==> config.mk <==
export PLATFORM = sky130hd
export DESIGN_NAME = fetch_stage_reg_flat
export DESIGN_NICKNAME = d
export VERILOG_FILES = /design/src/rtl/rv32i_pkg.sv /design/src/rtl/fetch_stage_reg_if.sv /design/src/rtl/pipe_reg_en_clr.sv /design/src/rtl/fetch_stage_reg.sv /design/src/flat_wrapper.sv
export SDC_FILE = /design/constraint.sdc
export NUM_CORES = 1
export LEC_CHECK = 0
export CAP_MARGIN = 10
export CORE_MARGIN = 2
export CORE_UTILIZATION = 37
export DETAILED_ROUTE_END_ITERATION = 6
export GPL_TIMING_DRIVEN = 0
export PLACE_DENSITY = 0.9
export SYNTH_ARGS = -nofsm -noshare
export SYNTH_HDL_FRONTEND = slang
export SYNTH_SLANG_ARGS = --single-unit
==> constraint.sdc <==
create_clock -name clk -period 1.07 [get_ports clk]
set_input_delay 0.214 -clock clk [delete_from_list [all_inputs] [get_ports clk]]
set_output_delay 0.214 -clock clk [all_outputs]
set_load 0.05 [all_outputs]
==> src/rtl/rv32i_pkg.sv <==
// rv32i_pkg: shared RV32I datapath width and common constants
package rv32i_pkg;
    localparam int DPW = 32;
    localparam logic [DPW-1:0] RESET_VECTOR = 32'h0000_0000;
    localparam logic [DPW-1:0] FLUSH_VECTOR = 32'h0000_0000;
endpackage

==> src/rtl/fetch_stage_reg_if.sv <==
// fetch_stage_reg_if: hazard-control and next-PC bus into the fetch PC register
interface fetch_stage_reg_if;
    import rv32i_pkg::*;
    logic           flushF;
    logic           stallF;
    logic [DPW-1:0] PCNext;
    logic [DPW-1:0] PCF;
    modport master (output flushF, output stallF, output PCNext, input PCF);
    modport slave (input flushF, input stallF, input PCNext, output PCF);
endinterface

==> src/rtl/pipe_reg_en_clr.sv <==
// pipe_reg_en_clr: pipeline register with sync reset, clear-to-constant and enable
module pipe_reg_en_clr #(
    parameter int W = 32,
    parameter logic [W-1:0] RST_VAL = '0,
    parameter logic [W-1:0] CLR_VAL = '0
) (
    input  logic         clk,
    input  logic         rst,
    input  logic         clr,
    input  logic         en,
    input  logic [W-1:0] d,
    output logic [W-1:0] q
);
    logic [W-1:0] q_d;
    logic [W-1:0] q_q;

    // clear outranks enable so a flush lands even while stalled
    always_comb q_d = clr ? CLR_VAL : (en ? d : q_q);

    always_ff @(posedge clk) begin
        if (rst) q_q <= RST_VAL;
        else     q_q <= q_d;
    end

    assign q = q_q;
endmodule

==> src/rtl/fetch_stage_reg.sv <==
// fetch_stage_reg: IF-stage program-counter register with stall and flush control
module fetch_stage_reg
    import rv32i_pkg::*;
#(
    parameter logic [DPW-1:0] RESET_PC = RESET_VECTOR,
    parameter logic [DPW-1:0] FLUSH_PC = FLUSH_VECTOR
) (
    input logic              clk,
    input logic              rst,
    fetch_stage_reg_if.slave bus
);
    pipe_reg_en_clr #(
        .W(DPW),
        .RST_VAL(RESET_PC),
        .CLR_VAL(FLUSH_PC)
    ) u_pc (
        .clk(clk),
        .rst(rst),
        .clr(bus.flushF),
        .en(~bus.stallF),
        .d(bus.PCNext),
        .q(bus.PCF)
    );

`ifndef SYNTHESIS
    a_ctrl_known: assert property (@(posedge clk) !rst |-> !$isunknown({bus.flushF, bus.stallF}));
    a_stall_hold: assert property (@(posedge clk) (!rst && !bus.flushF && bus.stallF) |=> (bus.PCF == $past(bus.PCF)));
`endif
endmodule

==> src/flat_wrapper.sv <==
// flat-port wrapper written by rule: the top's interface ports become plain ports
module fetch_stage_reg_flat import rv32i_pkg::*;
#(
    parameter logic [DPW-1:0] RESET_PC = RESET_VECTOR,
    parameter logic [DPW-1:0] FLUSH_PC = FLUSH_VECTOR
)
  (clk, rst, bus_flushF, bus_stallF, bus_PCNext, bus_PCF);
  fetch_stage_reg_if bus_i ();
  input logic clk;
  input logic rst;
  input wire logic [$bits(bus_i.flushF)-1:0] bus_flushF;
  input wire logic [$bits(bus_i.stallF)-1:0] bus_stallF;
  input wire logic [$bits(bus_i.PCNext)-1:0] bus_PCNext;
  output wire logic [$bits(bus_i.PCF)-1:0] bus_PCF;
  assign bus_i.flushF = bus_flushF;
  assign bus_i.stallF = bus_stallF;
  assign bus_i.PCNext = bus_PCNext;
  assign bus_PCF = bus_i.PCF;
  fetch_stage_reg #(.RESET_PC(RESET_PC), .FLUSH_PC(FLUSH_PC)) u_core (.clk(clk), .rst(rst), .bus(bus_i));
endmodule
==> metrics.md <==
| Metric | Value |
|---|---|
| Routed WL per cell | 14.3 um |
| Boundary pin count | 68 |
| CP max stage cell | dfxtp_2 |
| Global-route wire length before repair | 4.71 mm |
| Hold_sp | bus_stallF |
| GRT Util Overall | 0.184 |
| Num CTS Buffers | 5 |
| CTS Root Cell | clkbuf_4 |
| 1st-iter DRT viols | 6 |
| Crit path DAT | ~840 ps |
| Peak VDD IR | ~600 uV |
| Layout Cell Area excl Fill | between 2000 and 2500 sq um |
| Status | finished clean |
| Min-Delay Endpoint | u_core.u_pc.q[29]$_SDFFE_PP0N_ |
| Synth Warn # | 0 |
| Crit. path cell count | 1 |
| Final Max Tran Viols | 0 |
| Largest stage delay, worst path | 370 ps |
| Synth area leaders | dfxtp_1 55%, mux2i_1 28%, nor2_1 10% |
| Setup ws final | between 10 and 15 ps |
| Max reg flops | 32 |
| RSZ-0062 raised after global routing | true |
| Post-synthesis sequential area ratio | 0.554 |
| PwrDens | approximately 1200 nW/um^2 |
| Clock Skews | 0 ps |
| Hold Crit Class | in2reg |
| Int Power | 1840 uW |
| Slew @ Worst Pin | approximately 150 ps |
| Synth Area per Inst | 11.0 sq um |
| Global route overflow | 0 |
| Max-cap viol count | 0 |
| CP Cell Sequence | buf_8 |
| Bufs on Longest Clock Path | 2 |
| Reg2Reg Depth | 3 |
| Final setup fails | 0 |
| FF-to-FF setup slack | 320 ps |
| Synth unique cells | 7 |
| Worst Hold Margin | 188 ps |
| Initial DRT Pass Iterations | 6 |
| Clock Latency Late Sink | 320 ps |
| Post-route ant nets | 0 |
| Area grow syn2layout | 77.6% |
| Cell Area, Placed | between 1500 and 2000 sq um |
| # clock sinks | 32 |
| Buf/Inv on CP | 1 |
| Setup WS pre-CTS | -295 ps |
| Sequential share of power | 0.510 |
| Vias per cell | 4.66 |
| Peak Freq | 0.946 GHz |
| Mapped Cells | 105 |
| Layout cells sized above 1 | 0.439 |
| Setup CP Type | reg2out |
| Critical path peak fanout | 2 |
| Routed Wire Length | between 3 and 4 mm |
| Combinational Power Share | 0.212 |
| I/O Buffers | 66 |
| Ys async rst share | 0 |
| DR DRC count | 0 |
| Area leader, netlist | dfxtp_1 |
| H-Tree Depth | 2 |
| #FFs+latches synth | 32 |
| Relative slew slack | 0.896 |
| Final #Nets | ~220 |
| N_diodes | 0 |
| Initial Util | 0.385 |
| Primary FF master, synth | dfxtp_1 |
| Post-synth top cells | 32 x dfxtp_1, 32 x mux2i_1, 32 x nor2_1 |
| Endpoints failing hold | 0 |
| P_leak | 0.000930 uW |
| Post-synth top area share | 0.554 |
| Psw | 653 uW |
| Vias in the first global route | 1,081 |
| CP required | 860 ps |
| Tcrit/Tclk final | 0.988 |
| Final HPWL DP | 2.30 mm |
| Largest net degree at the start of global routing | 11 |
| Clk pin slew, worst setup/hold paths | roughly 90 ps |
| Chip Height | 59.9 um |
| Net Sw Frac | 0.262 |
| CP endpoint kind | primary output |
| Net Count, Synth | 141 |
| Std cell rows | 20 |
| DIE AREA | around 3600 sq um |
| R2R Path End | u_core.u_pc.q[29]$_SDFFE_PP0N_ |
| Clock period minus worst slack | 1060 ps |
| CTS tree | yes |
| Syn Std Cell Area | 1160 sq um |
| Hold Path Depth | 3 |
| RePlAce Congestion | 0.662 |
| Family with the most delay on the worst path | flip-flops |
| Number of flops mapped to enable cells by yosys | 0 |
| Initial antenna violation count | 0 |
| Vias | 993 |
| Reg2reg start | u_core.u_pc.q[29]$_SDFFE_PP0N_ |
| Critical Path Start Type | flop |
| Clock Power Share | 0.278 |
| Die W | 59.9 um |
| Area of the core | about 3000 sq um |
-- final cells by class --
class / count / area [sq um]
buffer: 8 / 68.8
multi-input combinational: 65 / 447
tap: 33 / 41.3
sequential: 32 / 681
fill: 232 / 950
timing repair buffer: 67 / 757
clock buffer: 8 / 58.8
-- routing by layer --
layer | vias to the layer above | GRT usage | part of all wire
met2 | 43 | 0.351 | 0.55
met5 | - | 0 | 0
met3 | 7 | 0.0606 | 0.081
li1 | 490 | - | -
met4 | 0 | 0.0984 | 0.019
met1 | 453 | 0.167 | 0.35
-- logic make-up (layout without fill, tap and decap cells) --
logic type	Yosys count	in the layout	share of synthesized area
buf+inv	8	83	0.0595
flops	32	32	0.554
mux	32	32	0.277
simple gates	33	33	0.109
-- placed cells by master, fill, tap and decap left out, drive strengths merged --
cell / synthesis / final
clkbuf: 1 / 9
clkdlybuf4s50: 0 / 34
or2: 1 / 1
nor2: 32 / 32
buf: 7 / 40
mux2i: 32 / 32
dfxtp: 32 / 32
-- per-stage QoR --
stage / power (uW) / setup TNS [ps] / utilization / cells
after global placement: 1770 / -14810 / 0.619 / 204
after global routing: 2610 / -129 / 0.684 / 213
after detailed placement: 1780 / -15520 / 0.619 / 204
after CTS: 2500 / -2.06 / 0.665 / 212
final: 2490 / 0 / 0.684 / 213
after floorplan: 1550 / 0 / - / 105
-- how the worst max path moves through the flow --
stage / endpoint / slack (ps) / start
after floorplan: u_core.u_pc.q[0]$_SDFFE_PP0N_ / 180 / u_core.u_pc.q[0]$_SDFFE_PP0N_
after global routing: bus_PCF[21] / -20 / u_core.u_pc.q[21]$_SDFFE_PP0N_
after CTS: bus_PCF[21] / -2 / u_core.u_pc.q[21]$_SDFFE_PP0N_
after detailed placement: bus_PCF[26] / -300 / u_core.u_pc.q[26]$_SDFFE_PP0N_
after global placement: bus_PCF[19] / -270 / u_core.u_pc.q[19]$_SDFFE_PP0N_
final: bus_PCF[21] / 10 / u_core.u_pc.q[21]$_SDFFE_PP0N_
-- power groups by stage --
stage               sequential (uW)  clock, uW  combinational [uW]
global route                   1270        775                 557
detailed placement             1280          0                 504
finish                         1270        692                 528
floorplan                      1410          0                 142
CTS                            1270        720                 518
global placement               1270          0                 494
-- timing repair --
| item | in CTS | in global routing |
|---|---|---|
| endpoints found under the hold margin | 0 | 0 |
| setup endpoints to repair | 32 | 19 |
| setup buffers | 0 | 1 |
| resized for setup | 255 | 14 |
| hold buffers | 0 | 0 |
No activity file was read; power rests on OpenSTA's default activity.
